--- config.mk ---
export PLATFORM = sky130hd
export DESIGN_NAME = key_debounce_scheduler_flat
export DESIGN_NICKNAME = d
export VERILOG_FILES = /design/src/rtl/key_debounce_scheduler_if.sv /design/src/rtl/key_debounce_scheduler.sv /design/src/flat_wrapper.sv
export SDC_FILE = /design/constraint.sdc
export NUM_CORES = 1
export LEC_CHECK = 0
export CAP_MARGIN = 30
export CORE_ASPECT_RATIO = 0.7
export CORE_MARGIN = 3
export CORE_UTILIZATION = 55
export DETAILED_ROUTE_END_ITERATION = 6
export GPL_TIMING_DRIVEN = 1
export PLACE_DENSITY = 0.79
export SYNTH_ARGS = -nofsm -noshare
export SYNTH_HDL_FRONTEND = slang
export SYNTH_SLANG_ARGS = --single-unit
--- constraint.sdc ---
create_clock -name CLK -period 3.1 [get_ports CLK]
set_input_delay 0.775 -clock CLK [delete_from_list [all_inputs] [get_ports CLK]]
set_output_delay 0.775 -clock CLK [all_outputs]
set_load 0.01 [all_outputs]
--- src/rtl/key_debounce_scheduler_if.sv ---
// Key edge inputs and debounced outputs of the shared-timer key debounce scheduler.
// master drives the edge pulses; slave is the scheduler itself.
interface key_debounce_scheduler_if;
   logic [3:0] H2L_Sig;
   logic [3:0] L2H_Sig;
   logic [3:0] Press_Pulse;
   logic [3:0] Release_Pulse;
   logic [3:0] LED_Out;
   logic       Busy;
   logic [1:0] Grant_Idx;
   logic       state_dbg;

   // Edge pulses are one-cycle strobes with no back-pressure: an edge is captured
   // in the cycle it is presented and never refused (it merges into a pending flag).
   modport master (
      output H2L_Sig, L2H_Sig,
      input  Press_Pulse, Release_Pulse, LED_Out, Busy, Grant_Idx, state_dbg
   );

   modport slave (
      input  H2L_Sig, L2H_Sig,
      output Press_Pulse, Release_Pulse, LED_Out, Busy, Grant_Idx, state_dbg
   );
endinterface

--- src/rtl/key_debounce_scheduler.sv ---
// Four key channels share one ms timer: pending edges are granted round-robin and
// debounced one at a time. Define KEY_SCHED_RELEASE_EN to also debounce releases.
module key_debounce_scheduler #(
   parameter logic [15:0] T1MS     = 16'd49_999,
   parameter logic [3:0]  DELAY_MS = 4'd10
) (
   input logic                     CLK,
   input logic                     RSTn,
   key_debounce_scheduler_if.slave bus
);

   typedef enum logic {IDLE = 1'b0, WAIT = 1'b1} state_t;

   state_t     state;
   logic [15:0] count1;
   logic [3:0]  count_ms;
   logic [3:0]  pend_p;
   logic [3:0]  pend_r;
   logic [1:0]  grant_idx;
   logic        evt_press;
   logic [3:0]  press_pulse;
   logic [3:0]  led;
   logic        sel_found;
   logic        sel_press;
   logic [1:0]  sel_idx;
   logic [1:0]  cand;
   logic [3:0]  clr_p;
   logic        window_done;

   assign window_done = (count_ms == (DELAY_MS - 4'd1)) && (count1 == T1MS);

   // Round-robin search starting just after the last granted key; press beats release.
   always_comb begin
      sel_found = 1'b0;
      sel_idx   = grant_idx;
      sel_press = 1'b0;
      cand      = grant_idx;
      for (int i = 1; i <= 4; i++) begin
         cand = grant_idx + 2'(i);
         if (!sel_found && (pend_p[cand] || pend_r[cand])) begin
            sel_found = 1'b1;
            sel_idx   = cand;
            sel_press = pend_p[cand];
         end
      end
   end

   always_comb begin
      clr_p = '0;
      if (state == IDLE && sel_found && sel_press) clr_p[sel_idx] = 1'b1;
   end

`ifdef KEY_SCHED_RELEASE_EN
   logic [3:0] clr_r;
   logic [3:0] release_pulse;

   always_comb begin
      clr_r = '0;
      if (state == IDLE && sel_found && !sel_press) clr_r[sel_idx] = 1'b1;
   end

   // A new edge in the same cycle as its grant re-arms the flag (set beats clear).
   always_ff @(posedge CLK or negedge RSTn) begin
      if (!RSTn) begin
         pend_r        <= '0;
         release_pulse <= '0;
      end else begin
         pend_r        <= (pend_r & ~clr_r) | bus.L2H_Sig;
         release_pulse <= '0;
         if (state == WAIT && window_done && !evt_press)
            release_pulse[grant_idx] <= 1'b1;
      end
   end

   assign bus.Release_Pulse = release_pulse;
`else
   logic unused_l2h;

   assign unused_l2h        = ^bus.L2H_Sig;
   assign pend_r            = '0;
   assign bus.Release_Pulse = '0;
`endif

   always_ff @(posedge CLK or negedge RSTn) begin
      if (!RSTn) begin
         state       <= IDLE;
         count1      <= '0;
         count_ms    <= '0;
         pend_p      <= '0;
         grant_idx   <= 2'd3;
         evt_press   <= 1'b1;
         press_pulse <= '0;
         led         <= '0;
      end else begin
         press_pulse <= '0;
         pend_p      <= (pend_p & ~clr_p) | bus.H2L_Sig;
         case (state)
            IDLE: begin
               count1   <= '0;
               count_ms <= '0;
               if (sel_found) begin
                  grant_idx <= sel_idx;
                  evt_press <= sel_press;
                  state     <= WAIT;
               end
            end
            WAIT: begin
               if (window_done) begin
                  state    <= IDLE;
                  count1   <= '0;
                  count_ms <= '0;
                  if (evt_press) begin
                     press_pulse[grant_idx] <= 1'b1;
                     led[grant_idx]         <= ~led[grant_idx];
                  end
               end else if (count1 == T1MS) begin
                  count1   <= '0;
                  count_ms <= count_ms + 4'd1;
               end else begin
                  count1 <= count1 + 16'd1;
               end
            end
            default: state <= IDLE;
         endcase
      end
   end

   assign bus.Press_Pulse = press_pulse;
   assign bus.LED_Out     = led;
   assign bus.Busy        = (state == WAIT);
   assign bus.Grant_Idx   = grant_idx;
   assign bus.state_dbg   = (state == WAIT);

endmodule

--- src/flat_wrapper.sv ---
// flat-port wrapper written by rule: the top's interface ports become plain ports
module key_debounce_scheduler_flat 
#(
   parameter logic [15:0] T1MS     = 16'd49_999,
   parameter logic [3:0]  DELAY_MS = 4'd10
)
  (CLK, RSTn, bus_H2L_Sig, bus_L2H_Sig, bus_Press_Pulse, bus_Release_Pulse, bus_LED_Out, bus_Busy, bus_Grant_Idx, bus_state_dbg);
  key_debounce_scheduler_if bus_i ();
  input logic CLK;
  input logic RSTn;
  input wire logic [$bits(bus_i.H2L_Sig)-1:0] bus_H2L_Sig;
  input wire logic [$bits(bus_i.L2H_Sig)-1:0] bus_L2H_Sig;
  output wire logic [$bits(bus_i.Press_Pulse)-1:0] bus_Press_Pulse;
  output wire logic [$bits(bus_i.Release_Pulse)-1:0] bus_Release_Pulse;
  output wire logic [$bits(bus_i.LED_Out)-1:0] bus_LED_Out;
  output wire logic [$bits(bus_i.Busy)-1:0] bus_Busy;
  output wire logic [$bits(bus_i.Grant_Idx)-1:0] bus_Grant_Idx;
  output wire logic [$bits(bus_i.state_dbg)-1:0] bus_state_dbg;
  assign bus_i.H2L_Sig = bus_H2L_Sig;
  assign bus_i.L2H_Sig = bus_L2H_Sig;
  assign bus_Press_Pulse = bus_i.Press_Pulse;
  assign bus_Release_Pulse = bus_i.Release_Pulse;
  assign bus_LED_Out = bus_i.LED_Out;
  assign bus_Busy = bus_i.Busy;
  assign bus_Grant_Idx = bus_i.Grant_Idx;
  assign bus_state_dbg = bus_i.state_dbg;
  key_debounce_scheduler #(.T1MS(T1MS), .DELAY_MS(DELAY_MS)) u_core (.CLK(CLK), .RSTn(RSTn), .bus(bus_i));
endmodule
After elaboration in Yosys (flattened, before gate mapping)

Index checks and enable logic that the tools add are counted.

Logic and storage cells: 93
Output and inout bits: 16
Register bits after elaboration: 36
Bits of input ports: 10

Reduce and logical (&&, ||, !) cells: 17
Bitwise operators: 5
Muxes and demuxes: 48
Magnitude comparators: 7
Add/subtract/negate cells: 5
Equality and inequality tests: 3

Operators by type and width:

| kind                                                              | count |
|---|---|
| 2-to-1 mux 16 bit                                                 | 2 |
| case mux 16 bit (2 select lines)                                  | 1 |
| 2-to-1 mux 4 bit                                                  | 6 |
| 2-to-1 mux 1 bit                                                  | 21 |
| binary-select mux 1 bit (select 2 bit)                            | 9 |
| adder 16 x 1 -> 16 bit, second input constant                     | 1 |
| equality test 16 bit, second input constant                       | 1 |
| less-than comparator 2 x 3 -> 1 bit, second input constant        | 5 |
| logical AND 1 bit                                                 | 8 |
| 2-to-1 mux 2 bit                                                  | 4 |
| case mux 4 bit (2 select lines)                                   | 1 |
| adder 2 bit, second input constant                                | 2 |
| adder 4 x 1 -> 4 bit, second input constant                       | 1 |
| AND 4 bit                                                         | 1 |
| bitwise mux 4 bit                                                 | 1 |
| demux 1 bit (select 2 bit)                                        | 2 |
| equality test 4 bit, second input constant                        | 1 |
| greater-or-equal comparator 2 x 1 -> 1 bit, second input constant | 2 |
| logical OR 1 bit                                                  | 4 |
| NOT 4 bit                                                         | 1 |
| OR 4 bit                                                          | 1 |
| zero test 1 bit                                                   | 3 |
| inequality test 3 bit, second input constant                      | 1 |
| AND reduction 3 bit                                               | 1 |
| 4 further kinds                                                   | 5 |

Logic depth before layout (Yosys ltp)

Depth after elaboration: 22
Depth in mapped cells: 9
Gate-level depth less buffers: 7

Worst setup path after synthesis

OpenSTA, ideal clock, no wires.

Kind: flip-flop to flip-flop
Start point: register u_core.grant_idx[1] (netlist: u_core.bus.Grant_Idx[1])
End point: register u_core.pend_p[0]
Arrival: 2.344 ns
Path slack: 0.674 ns
Buffers on the path: 2
Library setup time: 0.082 ns
Required time: 3.018 ns
Cell stages (with the launch flop): 10
Clock period less this slack: 2.426 ns
Path through: dfstp_2 buf_2 inv_1 ha_1 buf_4 mux2i_1 mux2_4 or2_4 a211o_1 a31oi_1

Longest elaborated chain between the ends: 22
Elaborated cells between the ends (all ways): 52
Classes of those cells: 3 x add/sub; 2 x order compare; 31 x mux; 3 x bitwise; 13 x reduce/logical

Ends and longest elaborated chain:

| what                                                                                                                           | RTL line                                                   | text |
|---|---|---|
| from (decl)                                                                                                                    | key_debounce_scheduler.sv:19                               | `logic [1:0] grant_idx;` |
| from (signal assigned)                                                                                                         | key_debounce_scheduler.sv:102                              | `grant_idx <= sel_idx;` |
| adder 2 x 1 -> 2 bit                                                                                                           | key_debounce_scheduler.sv:39                               | `cand = grant_idx + 2'(i);` |
| binary-select mux 1 bit (select 2 bit), on equally long branches                                                               | key_debounce_scheduler.sv:40, key_debounce_scheduler.sv:43 |  |
| 2-to-1 mux 1 bit, on equally long branches                                                                                     | key_debounce_scheduler.sv:40, key_debounce_scheduler.sv:43 |  |
| logical OR 1 bit                                                                                                               | key_debounce_scheduler.sv:40                               | `if (!sel_found && (pend_p[cand] \|\| pend_r[cand])) begin` |
| 2-to-1 mux 1 bit                                                                                                               | key_debounce_scheduler.sv:40                               |  |
| zero test 1 bit                                                                                                                | key_debounce_scheduler.sv:40                               |  |
| logical AND 1 bit                                                                                                              | key_debounce_scheduler.sv:40                               |  |
| 2-to-1 mux 1 bit                                                                                                               | key_debounce_scheduler.sv:40                               |  |
| [6 not listed]                                                                                                                 | n/a                                                        |  |
| less-than comparator 2 x 3 -> 1 bit (implied by the code) / greater-or-equal comparator 2 x 1 -> 1 bit (equally long branches) | key_debounce_scheduler.sv:50                               | `if (state == IDLE && sel_found && sel_press) clr_p[sel_idx] = 1'b1;` |
| logical AND 1 bit (implied by the code)                                                                                        | key_debounce_scheduler.sv:50                               |  |
| 2-to-1 mux 1 bit (implied by the code)                                                                                         | key_debounce_scheduler.sv:50                               |  |
| demux 1 bit (select 2 bit)                                                                                                     | n/a                                                        |  |
| 2-to-1 mux 4 bit *                                                                                                             | key_debounce_scheduler.sv:50                               |  |
| NOT 4 bit *                                                                                                                    | key_debounce_scheduler.sv:96                               | `pend_p <= (pend_p & ~clr_p) \| bus.H2L_Sig;` |
| AND 4 bit *                                                                                                                    | key_debounce_scheduler.sv:96                               |  |
| OR 4 bit *                                                                                                                     | key_debounce_scheduler.sv:96                               |  |
| to (signal assigned)                                                                                                           | key_debounce_scheduler.sv:96                               |  |
| to (decl)                                                                                                                      | key_debounce_scheduler.sv:17                               | `logic [3:0] pend_p;` |

Mark *: on every way between the ends. The rest lies on a longest branch, timed or not. The select of a mux whose other input is x is not followed.
A chain may end at the register's enable or synchronous reset.

Worst setup path after layout

Start point: register u_core.grant_idx[1] (netlist: u_core.bus.Grant_Idx[1])
End point: register u_core.pend_p[3]

Same word-level chain as after synthesis.

==> results by group <==
STA
  – Worst Max-Slew Pin Slew: 0.5097 ns
  – Final Setup Violations: 0
  – Tcrit/Tclk final: 0.8411
  – Relative slew slack: 0.6594
  – Pins Over Slew Limit: 0
  – Hold violation total from the final report: 0
  – RSZ-0062 raised after global routing: no
  – Final min period: 2.607 ns
  – Highest Clock Rate: 0.3835 GHz
  – Clock Skew: 0.005704 ns
  – Setup TNS: 0 ns
  – Worst hold slack: 0.5050 ns

Power and ir drop
  – P per Cell Area: 565.1 mW/mm^2
  – LEAKAGE: 0.9989 nW
  – VDD IR-drop max: 0.3343 mV
  – Final total power: 1.295 mW

Final layout
  – Ant. Diodes: 0
  – Area Overhead vs Synth: 12.06%
  – Nets: 242
  – Layout cells sized above 1: 0.1195

Floorplan
  – Initial Utilization: 0.6122
  – Top-level port count: 26
  – Rows: 17
  – Die width: 78.87 um
  – Core Region: 0.003339 mm^2
  – Die area: 0.004496 mm^2
  – Die height: 57.01 um

Global route
  – First-pass GRT wire length: 6.872 mm
  – Overflow after GRT: 0
  – Vias in the first global route: 1463
  – Total track usage: 0.1963
  – Number of antenna violations at the first check in global routing: 0
  – Largest net degree at the start of global routing: 37

Logic synthesis
  – Number of distinct library cells after synthesis: 49
  – Synth Cell Area: 0.002044 mm^2
  – Largest cells by area after synthesis: dfrtp_1, nor2_1, ha_1
  – Post-synth EDFFs: 0
  – Synth top area share: 0.4039
  – Mapped Cells: 211
  – Yosys top cell by area: dfrtp_1
  – Post-synth ARST share: 1.000
  – Sequential fraction of the synthesis area: 0.4425
  – Avg Cell Area, Syn: 9.689 um^2
  – YS warnings: 0
  – Commonest cells in the netlist: dfrtp_1, nor2_1, nand2_1, inv_1, xnor2_1
  – Main synth FF type: dfrtp_1
  – Cell with the most instances after synthesis: dfrtp_1
  – Yosys reg bits: 36

Detailed routing
  – Routed Antenna Nets: 0
  – Post-route DRC: 0
  – Wirelength, routed: 3.832 mm
  – Vias per inst: 5.505
  – Drt pass-1 iters: 4
  – Via count: 1503
  – Detailed Route Iter0 Violations: 87
  – Wirelength per Cell: 14.04 um

Clocking
  – Num CTS Buffers: 5
  – Clock root buffer: clkbuf_8
  – CTS tree: done
  – Cts hold-fix bufs: 0
  – # resized after CTS: 0
  – H-Tree Depth: 2
  – Clock-pin slew on the worst setup and hold paths: 0.07 ns
  – Clock latency on the worst-skew pair: 0.29 ns
  – Setup bufs post-CTS: 0
  – Max clock buf depth: 2
  – Sink Count: 36

Placed design
  – PortBufs: 17
  – Final HPWL DP: 2.774 mm
  – GPL Wtd Cong: 0.7866

Setup path
  – CP max FO: 13
  – CP Capture Type: flop
  – Crit path launch type: flop
  – CP Data Required Time: 3.25 ns
  – Slack of the worst reg-to-reg path: 0.49 ns
  – Worst EP arrival: 2.76 ns
  – Critical path class: flop to flop
  – Reg2Reg Depth: 7

Worst hold path
  – HP Class: flop to flop
  – Cells on Worst Hold Path: 1

Run status
  – Status: finished clean

Flow run
  – Max-Cap Viols: 0
==> per-layer routing <==
layer / up-vias / GRT usage / part of all wire
met2: 24 / 0.3168 / 0.46
met5: - / 0 / 0
met3: 8 / 0.04416 / 0.035
met4: 0 / 0.06618 / 0.012
li1: 745 / - / -
met1: 726 / 0.2654 / 0.50
==> layout make-up <==
class | instances | area [um^2]
Fill cell | 280 | 1049
Multi-Input combinational cell | 149 | 997.2
Sequential cell | 36 | 904.6
Timing Repair Buffer | 19 | 185.2
Clock buffer | 6 | 82.58
Tap cell | 47 | 58.81
Inverter | 14 | 52.55
Clock inverter | 2 | 10.01
==> sequential cells by signal, indices dropped and copies added, names as in the netlist <==
| name | flops |
|---|---|
| u_core.bus.LED_Out | 4 |
| u_core.evt_press | 1 |
| u_core.count1 | 16 |
| u_core.count_ms | 4 |
| u_core.bus.Grant_Idx | 2 |
| u_core.pend_p | 4 |
| u_core.bus.Busy | 1 |
| u_core.bus.Press_Pulse | 4 |
==> layout by cell type, fill, tap and decap left out, types with 4 or more instances in the layout <==
cell type,instances
nand2_1,14
a21oi_1,5
dfrtp_1,33
inv_1,13
and2_1,5
conb_1,4
clkbuf_8,6
o21ai_0,9
mux2i_1,5
a31oi_1,4
clkdlybuf4s50_1,17
xnor2_1,10
nor2_1,25
mux2_2,6
ha_1,7
nor3_1,8
nand3_1,5
==> critical path: stages, from the launching register on <==
cell      delay (ns)
dfstp_2         0.69
inv_1           0.14
ha_1            0.48
mux2i_1         0.12
mux2_4          0.31
or2_4           0.27
a211oi_1        0.33
a31oi_1         0.13
==> kinds of logic (layout without fill, tap and decap cells) <==
kind of cell / count (synthesis) / after routing / share of synthesized area
compound gates: 33 / 33 / 0.1065
fa+ha+maj: 7 / 7 / 0.04284
xor+xnor: 12 / 12 / 0.05141
simple gates: 79 / 79 / 0.1983
buf+inv: 29 / 41 / 0.07527
other cells: 1 / 4 / 0.001834
mux: 14 / 14 / 0.08139
flops: 36 / 36 / 0.4425
==> stage by stage <==
stage               utilization  worst slack (ns)  instance area (um^2)  std cells
CTS                      0.6860            0.5102                  2291        273
finish                   0.6860            0.4926                  2291        273
global route             0.6860            0.3384                  2291        273
floorplan                     -            0.6736                  2056        214
detailed placement       0.6583            0.5245                  2198        265
global placement         0.6583            0.5933                  2198        265
==> report_power, final <==
group	internal (mW)	switching, mW	leakage (nW)
Combinational	0.170	0.184	0.490
Sequential	0.527	0.0748	0.458
Clock	0.177	0.162	0.0510
Total	0.874	0.421	0.999
==> final timing paths <==
| kind | start | end |
|---|---|---|
| max reg2reg | u_core.bus.Grant_Idx[1] | u_core.pend_p[3] |
| max | u_core.bus.Grant_Idx[1] | u_core.pend_p[3] |
| max in group asynchronous | RSTn | u_core.bus.Grant_Idx[1] |
| min | u_core.evt_press | u_core.evt_press |
| min in group asynchronous | RSTn | u_core.count1[5] |
| min reg2reg | u_core.evt_press | u_core.evt_press |
Note: power is estimated with default switching activity, not from simulation.
